<file path="src/rtl/ser_shift_ctrl.sv">
// Controller that arbitrates two requesters onto one serial shifter.
// Each operation loads LEN operand bits, then returns LEN result bits, LSB first.
module ser_shift_ctrl #(
  parameter int unsigned LEN = 32
) (
  input  logic                    i_clk,
  input  logic                    i_rst_n,
  input  logic [1:0]              i_req,
  input  logic [$clog2(LEN)-1:0]  i_shamt0,
  input  logic [$clog2(LEN)-1:0]  i_shamt1,
  input  logic [1:0]              i_right,
  input  logic [1:0]              i_signed,
  input  logic                    i_d0,
  input  logic                    i_d1,
  output logic [1:0]              o_gnt,
  output logic                    o_op_rdy,
  output logic                    o_sh_load,
  output logic                    o_sh_d,
  output logic [$clog2(LEN)-1:0]  o_sh_shamt,
  output logic                    o_sh_right,
  output logic                    o_sh_signed,
  input  logic                    i_sh_q,
  output logic                    o_q,
  output logic                    o_q_vld,
  output logic                    o_done
);

  localparam int unsigned CW = $clog2(LEN);
  localparam logic [CW-1:0] CNT_LAST = CW'(LEN - 1);

  typedef enum logic [1:0] {
    IDLE  = 2'd0,
    LOAD  = 2'd1,
    SHIFT = 2'd2
  } state_t;

  state_t        state;
  logic [CW-1:0] cnt;
  logic          last;
  logic          win;

  // Round-robin: on a tie the requester not granted last time wins.
  assign win = (i_req == 2'b11) ? ~last : i_req[1];

  always_ff @(posedge i_clk or negedge i_rst_n) begin
    if (!i_rst_n) begin
      state       <= IDLE;
      cnt         <= '0;
      o_gnt       <= '0;
      o_sh_shamt  <= '0;
      o_sh_right  <= 1'b0;
      o_sh_signed <= 1'b0;
      last        <= 1'b1;
    end else begin
      case (state)
        IDLE: begin
          if (|i_req) begin
            state       <= LOAD;
            cnt         <= '0;
            o_gnt       <= win ? 2'b10 : 2'b01;
            o_sh_shamt  <= win ? i_shamt1 : i_shamt0;
            o_sh_right  <= i_right[win];
            o_sh_signed <= i_signed[win];
          end
        end
        LOAD: begin
          cnt <= cnt + CW'(1);
          if (cnt == CNT_LAST) state <= SHIFT;
        end
        SHIFT: begin
          cnt <= cnt + CW'(1);
          if (cnt == CNT_LAST) begin
            state <= IDLE;
            o_gnt <= '0;
            last  <= o_gnt[1];
          end
        end
        default: state <= IDLE;
      endcase
    end
  end

  // Phase strobes decode the state register; data paths pass straight through.
  assign o_op_rdy  = (state == LOAD);
  assign o_sh_load = (state == LOAD);
  assign o_sh_d    = (state == LOAD) & (o_gnt[1] ? i_d1 : i_d0);
  assign o_q_vld   = (state == SHIFT);
  assign o_q       = (state == SHIFT) & i_sh_q;
  assign o_done    = (state == SHIFT) && (cnt == CNT_LAST);

endmodule

</file>
<file path="config.mk">
export PLATFORM = sky130hd
export DESIGN_NAME = ser_shift_ctrl
export DESIGN_NICKNAME = d
export VERILOG_FILES = /design/src/rtl/ser_shift_ctrl.sv
export SDC_FILE = /design/constraint.sdc
export NUM_CORES = 1
export LEC_CHECK = 0
export BUFFER_PORTS_ARGS = -buffer_cell sky130_fd_sc_hd__buf_4
export CORE_ASPECT_RATIO = 0.5
export CORE_MARGIN = 4
export CORE_UTILIZATION = 35
export DETAILED_ROUTE_END_ITERATION = 12
export SLEW_MARGIN = 20
export SYNTH_ARGS = -nofsm -noshare
export SYNTH_HDL_FRONTEND = slang
export SYNTH_SLANG_ARGS = --single-unit
</file>
<file path="constraint.sdc">
create_clock -name i_clk -period 2.35 [get_ports i_clk]
set_input_delay 0 -clock i_clk [delete_from_list [all_inputs] [get_ports i_clk]]
set_output_delay 0 -clock i_clk [all_outputs]
set_load 0.005 [all_outputs]
</file>
Word level (Yosys, flattened, before mapping)
Cells that the tools add are included.

operators by class
  add/subtract/negate cells = 1
  magnitude comparators = 1
  eq/ne operators = 7
  mux-type cells = 16
  bitwise gates (word level) = 3
  reduce and logical (&&, ||, !) cells = 11

operator list
  operator             number
  $mux 2               5
  $mux 5               2
  $pmux 5 s2           1
  $mux 1               6
  $pmux 2 s3           1
  $reduce_and 2->1     3
  $reduce_and 3->1     2
  $add 5x1->5 const B  1
  $eq 5x5->1 const B   1
  $eq 2x2->1 const B   2
  $ne 2x1->1 const B   2
  $pmux 2 s2           1
  $reduce_bool 2->1    2
  $reduce_or 2->1      2
  $and 1x1->1          2
  $eq 2x1->1 const B   1
  $logic_not 2->1      1
  $lt 1x2->1 const B   1
  $ne 2x2->1 const B   1
  $logic_and 1x1->1    1
  $not 1->1            1

word-level totals
  bits in registers = 17
  input port bits = 21
  output and inout port bits = 15
  logic and storage cells = 46

Longest topological paths before layout
Gate-level depths: netlist of run 1.

  word-level depth = 5
  depth in mapped cells = 7
  gate-level depth less buffers = 5

Worst setup path after synthesis of run 1
OpenSTA, ideal clock, no wires.

  kind = register to register
  start point = register state[1]
  end point = register state[0]
  setup time = 0.125 ns
  arrival time = 1.570 ns
  data required time = 2.225 ns
  setup slack = 0.655 ns
  cell stages (with the launch flop) = 8
  buffers on the path = 2
  period minus slack after synthesis = 1.695 ns
  path through = dfrtp_1 > inv_1 > ha_1 > buf_6 > or3b_1 > buf_6 > o21ai_4 > mux2_4

between the ends
  cells in the longest elaborated chain, start to end = 3
  elaborated cells on any way between the ends = 8
  classes of those cells = eq/ne (5); mux (1); reduce/logical (2)

ends and longest elaborated chain
  element                                             RTL line  source
  from (decl)                                         37        state_t state;
  from (signal assigned)                              47        state <= IDLE;
  from (signal assigned)                              58        state <= LOAD;
  from (signal assigned)                              68        if (cnt == CNT_LAST) state <= SHIFT;
  $eq 2x1->1 (tied with other cells)                  55        case (state)
  $ne 2x1->1 (no line) or $ne 2x2->1 (tied branches)  n/a
  $reduce_and 3->1 (no line)                          n/a

Parallel ways exist; a longest one is shown, timed or not.
A chain may end at the register's enable or synchronous reset.

Final worst setup path of run 1
Ends and elaborated chain as after synthesis.

==> results.yml, run 1 <==
sta:
  hold_ws_ns: 0.0395
  fin_tns_setup_ns: 0
  post-route-min-period_ns: 1.92
  fmax_ghz: 0.521
  slew_viol_final: 0
  fin_skew_ns: 0.000553
  timing.final.crit_share: 0.816
  setup_viol: 0
  finalHoldViolations: 0
  relSlewSlack: 0.679
  worst_slew_pin_slew_ns: 0.477
  rsz0062_at_grt: "no"
critical_path:
  r2r_start: "state[1]"
  crit_chain: "inv_1, ha_1, or3b_1, o21ai_4, mux2_4"
  start_kind: "flip-flop"
  r2r_slack_ns: 0.43
  worst-setup-path-type: "reg -> reg"
  crit_path_top_delay_cell: "or3b_1"
  crit_required_ns: 2.50
  r2r_end: "state[0]"
  worst-path-max-fanout: 10
  arrival_ns: 2.06
  cp_slowest_stage_delay_ns: 0.55
  critPathCaptureType: "flip-flop"
  r2r_cells: 5
drt:
  drc: 0
  drt_wl_total_um: 2130
  ant_nets: 0
  dr.first_iter.drc_count: 42
  drt_pass1_iterations: 4
  routedWlPerCell_um: 12.9
  dr_total_vias: 795
  via_per_inst: 4.82
placed_design:
  hpwl_um: 1630
  routabilityCongestion: 0.695
  io_buffers: 35
global_route:
  grt-ovfl-total: 0
  grt_pass1_wl_um: 3570
  grt_max_degree: 18
  grt_antenna_before_repair: 0
  grt_pass1_vias: 752
  track_usage: 0.122
worst_hold_path:
  hold_class: "in -> reg"
  min_from: "i_shamt0[2]"
  whs_endpoint: "o_sh_shamt[2]"
  holdPathStages: 3
yosys:
  synth_top_area_share: 0.408
  ys_top_cells_by_count: "16 x dfrtp_1, 9 x a21oi_1, 9 x mux2i_1, 9 x nor2_1, 5 x ha_1"
  synth-edff-count: 0
  syn_inst: 93
  ys_ff_latch: 17
  synth.distinct_cells: 36
  yosysTopAreaCell: "dfrtp_1"
  syn_nets: 119
  syn_avg_cell_area_sq_um: 10.5
  seq_area_frac_synth: 0.435
  syn_area_sq_um: 981
  yosysWarnings: 0
  async_flop_share: 1.00
  synth_most_common_cell: "dfrtp_1"
  synthFlopType: "dfrtp_1"
  synth_area_leaders: "dfrtp_1 41%, mux2i_1 9.2%, ha_1 6.4%"
layout:
  antenna_cells: 0
  fill_cells: 262
  nets: 155
  area_delta_synth_final_pct: 33.7
  drive_above_1_share: 0.359
power:
  cellPowerDensity_nw_per_um2: 1000
  p_leak_nw: 0.634
  power_frac_comb: 0.450
  ir_drop_mv: 0.357
  p_sw_mw: 0.464
  p_clk_frac: 0.172
  seqPwrFrac: 0.378
  netSwitchingFraction: 0.353
  p_int_mw: 0.850
cts:
  cts_tree: "yes"
  clockRootBuffer: "clkbuf_8"
  cts_setup_buffers: 0
  cts_max_path_buffers: 2
  clk_latency_ns: 0.26
  postCtsHoldBufs: 1
  cts_buffers: 3
  path_clk_slew_ns: 0.07
  clock_sinks: 17
  htreeDepth: 1
  cts_repair_resize_count: 0
run_status:
  status: "finished, final reports clean"
floorplan:
  die_area_sq_um: 3770
  die_h_um: 45.4
  initial_core_util: 0.372
  die_x_um: 82.9
  core-area_sq_um: 2640
  rows: 13
  io_pins: 36
flow_run:
  maxCapViolations: 0
[state kept, by name, indices dropped and copies added (netlist names)]
signal       count
o_sh_signed      1
last             1
cnt              5
state            2
o_sh_right       1
o_gnt            2
o_sh_shamt       5
[worst max-delay path by stage]
stage	start	to	cells after the start
detailed placement	state[0]	state[0]	5
finish	state[1]	state[0]	5
global placement	state[1]	state[0]	5
floorplan	state[1]	state[0]	7
global route	state[0]	state[0]	5
CTS	state[0]	state[0]	5
[cells by family (layout without fill, tap and decap cells)]
group | after synthesis | after routing | share of synthesized area
AOI/OAI and AO/OA | 25 | 25 | 0.184
and+or+nand+nor | 25 | 25 | 0.140
DFF | 17 | 17 | 0.435
adders and majority gates | 5 | 5 | 0.0638
buffers and inverters | 10 | 45 | 0.0587
muxes | 11 | 11 | 0.119
[metal layers]
metal | part of all wire | routed length (um) | up-vias | global-route usage
met4 | 0.0070 | 15 | 0 | 0.0391
met1 | 0.48 | 1010 | 375 | 0.160
li1 | - | - | 399 | -
met5 | 0 | 0 | - | 0
met3 | 0.044 | 94 | 3 | 0.0379
met2 | 0.47 | 1010 | 18 | 0.197
[area by class of cell]
type | instances | area, sq um | share of cell area
clock buffers | 3 | 41.3 | 0.0315
clock inverters | 1 | 5.00 | 0.00382
inverters | 4 | 15.0 | 0.0115
multi-input cells | 66 | 497 | 0.379
flip-flops and latches | 17 | 427 | 0.325
well taps | 37 | 46.3 | 0.0353
repair buffers | 37 | 280 | 0.214
[stage by stage]
step	area, sq um	util	total power [mW]	instances	setup WS (ns)
floorplan	981	-	0.868	93	0.655
global placement	1250	0.476	1.09	160	0.484
detailed placement	1250	0.476	1.10	160	0.438
CTS	1310	0.498	1.33	165	0.438
global route	1310	0.498	1.42	165	0.352
finish	1310	0.498	1.31	165	0.432
[placed cells by master, fill, tap and decap left out, types with 3 or more instances in the layout]
| master | n |
|---|---|
| a21oi_1 | 9 |
| buf_4 | 36 |
| clkbuf_8 | 3 |
| dfrtp_1 | 16 |
| ha_1 | 5 |
| inv_1 | 4 |
| mux2i_1 | 9 |
| nand2_1 | 3 |
| nor2_1 | 9 |
| o21ai_0 | 4 |
[worst max-delay path: cells and delay by family, from the launching register on]
kind	cells	cell delay, ns
simple gates	1	0.55
flops	1	0.38
fa+ha+maj	1	0.36
mux	1	0.30
buf+inv	1	0.11
compound gates	1	0.11
[power by group through the flow]
stage                     combinational, mW  clock, mW  sequential (mW)
after floorplan                       0.378          0            0.490
after global placement                0.589          0            0.499
after detailed placement              0.600          0            0.502
after CTS                             0.602      0.237            0.496
after global routing                  0.659      0.251            0.511
final                                 0.591      0.226            0.496
No activity file was read; power rests on OpenSTA's default activity.
==> run 2, diff against run 1 <==
- ABC_AREA: default -> 1
- clock period: 2.35 -> 1.65 ns (I/O delays scaled with it)
==> results.yml, run 2 <==
run_status:
  status: "finished, final reports clean"
worst_hold_path:
  whs_endpoint: "o_sh_right"
  holdPathStages: 3
  min_from: "i_right[1]"
  hold_class: "in -> reg"
floorplan:
  die_h_um: 44.8
  die_area_sq_um: 3650
  die_x_um: 81.6
  initial_core_util: 0.397
  core-area_sq_um: 2390
  rows: 12
  io_pins: 36
yosys:
  ys_top_cells_by_count: "44 x nand2_1, 18 x inv_1, 16 x dfrtp_1"
  seq_area_frac_synth: 0.450
  synth_area_leaders: "dfrtp_1 42%, nand2_1 17%, inv_1 7.1%"
  syn_inst: 121
  syn_nets: 147
  synthFlopType: "dfrtp_1"
  synth_most_common_cell: "nand2_1"
  async_flop_share: 1.00
  syn_area_sq_um: 947
  synth_top_area_share: 0.423
  syn_avg_cell_area_sq_um: 7.83
  yosysTopAreaCell: "dfrtp_1"
  yosysWarnings: 0
  synth.distinct_cells: 17
  synth-edff-count: 0
  ys_ff_latch: 17
flow_run:
  maxCapViolations: 0
power:
  p_clk_frac: 0.150
  netSwitchingFraction: 0.388
  ir_drop_mv: 0.560
  p_int_mw: 1.27
  power_frac_comb: 0.498
  p_sw_mw: 0.802
  seqPwrFrac: 0.352
  cellPowerDensity_nw_per_um2: 1530
  p_leak_nw: 0.752
cts:
  clock_sinks: 17
  path_clk_slew_ns: 0.06
  cts_setup_buffers: 0
  clockRootBuffer: "clkbuf_8"
  cts_max_path_buffers: 2
  cts_buffers: 3
  clk_latency_ns: 0.25
  htreeDepth: 1
  cts_tree: "yes"
global_route:
  grt_pass1_wl_um: 3570
  grt_antenna_before_repair: 0
  grt-ovfl-total: 0
  grt_pass1_vias: 802
  grt_max_degree: 18
  track_usage: 0.133
critical_path:
  cp_common_cell: "nand2_1"
  crit_required_ns: 1.78
  r2r_end: "o_gnt[0]"
  r2r_start: "cnt[0]"
  start_kind: "flip-flop"
  r2r_cells: 9
  crit_path_top_delay_cell: "dfrtp_1"
  cp.depth: 9
  critPathTopFamily: "simple AND/OR/NAND/NOR gates"
  r2r_slack_ns: 0.14
  crit_chain: "ha_1, nand2_1, nor2_1, ha_1, inv_1, nand2_1, nand3_1, nand2_1, o21ai_0"
  arrival_ns: 1.65
  worst-setup-path-type: "reg -> reg"
  critPathCaptureType: "flip-flop"
  crit_buf_inv: 1
  worst-path-max-fanout: 5
  cp_slowest_stage_delay_ns: 0.41
layout:
  final_cell_mix: "44 x nand2_1, 36 x buf_4, 18 x inv_1, 16 x dfrtp_1"
  nets: 192
  reg_top3: "cnt: 5 flops, o_sh_shamt: 5 flops"
  area_delta_synth_final_pct: 43.1
  fill_cells: 233
  final_common_cell: "nand2_1"
  post-route-util: 0.568
  drive_above_1_share: 0.273
  antenna_cells: 0
  final_area_sq_um: 1360
placed_design:
  hpwl_um: 1660
  io_buffers: 35
  dpl_cell_area_sq_um: 1230
  routabilityCongestion: 0.791
drt:
  routedWlPerCell_um: 10.8
  via_per_inst: 4.54
  drt_pass1_iterations: 4
  drc: 0
  dr_total_vias: 907
  drt_wl_total_um: 2160
  ant_nets: 0
  dr.first_iter.drc_count: 29
sta:
  setup_viol: 0
  fmax_ghz: 0.660
  worst_slew_pin_slew_ns: 0.350
  post-route-min-period_ns: 1.51
  rsz0062_at_grt: "no"
  fin_tns_setup_ns: 0
  fin_skew_ns: 0.00441
  hold_ws_ns: 0.0107
  relSlewSlack: 0.767
  slew_viol_final: 0
  timing.final.crit_share: 0.918
  finalHoldViolations: 0
## run 2: layout make-up
cell class                      count  area (sq um)  share of cell area
Clock buffer                        4          45.0              0.0332
Tap cell                           35          43.8              0.0323
Sequential cell                    17           427               0.315
Multi-Input combinational cell     83           432               0.319
Inverter                           18          67.6              0.0499
Timing Repair Buffer               43           340               0.251
## run 2: worst reg2reg max path, cell delays in order (launching register included)
cell and delay, ns:
dfrtp_1 0.41, ha_1 0.19, nand2_1 0.07, nor2_1 0.10
ha_1 0.19, inv_1 0.06, nand2_1 0.08, nand3_1 0.13
nand2_1 0.08, o21ai_0 0.08
## run 2: worst max path at each step
| stage | from | end | slack, ns |
|---|---|---|---|
| global placement | cnt[0] | state[1] | 0.17 |
| finish | cnt[0] | o_gnt[0] | 0.14 |
| detailed placement | cnt[0] | state[1] | 0.14 |
| global route | cnt[0] | state[1] | 0.02 |
| CTS | cnt[0] | state[1] | 0.13 |
| floorplan | cnt[0] | state[0] | 0.33 |
## run 2: logic make-up after synthesis
logic type                 share of synthesized area
and+or+nand+nor                                0.272
buffers and inverters                         0.0991
DFF                                            0.450
AOI/OAI and AO/OA                              0.112
adders and majority gates                     0.0661
## run 2: power by group through the flow
stage / Sequential (mW) / Combinational, mW / Clock (mW)
after detailed placement: 0.733 / 1.03 / 0
final: 0.728 / 1.03 / 0.309
after CTS: 0.729 / 1.04 / 0.322
after global routing: 0.752 / 1.17 / 0.338
after global placement: 0.732 / 1.01 / 0
after floorplan: 0.722 / 0.613 / 0
## run 2: through the flow
stage,worst slack [ns],power [mW],std cells
after floorplan,0.332,1.33,121
after global placement,0.174,1.74,189
after detailed placement,0.144,1.76,189
after CTS,0.132,2.09,200
after global routing,0.0161,2.26,200
final,0.136,2.07,200
## run 2: repair_timing
action / CTS / global route
hold buffers: 7 / 0
endpoints found under the hold margin: 23 / 0
gates resized for setup: 0 / 1
endpoints found under the setup margin: 0 / 1
## run 2: layer usage
metal	GRT usage	vias to the layer above	wire, um	share of wire
li1	-	477	-	-
met1	0.167	397	971	0.45
met2	0.197	28	942	0.44
met3	0.0478	5	189	0.088
met4	0.0795	0	53	0.025
met5	0	-	0	0
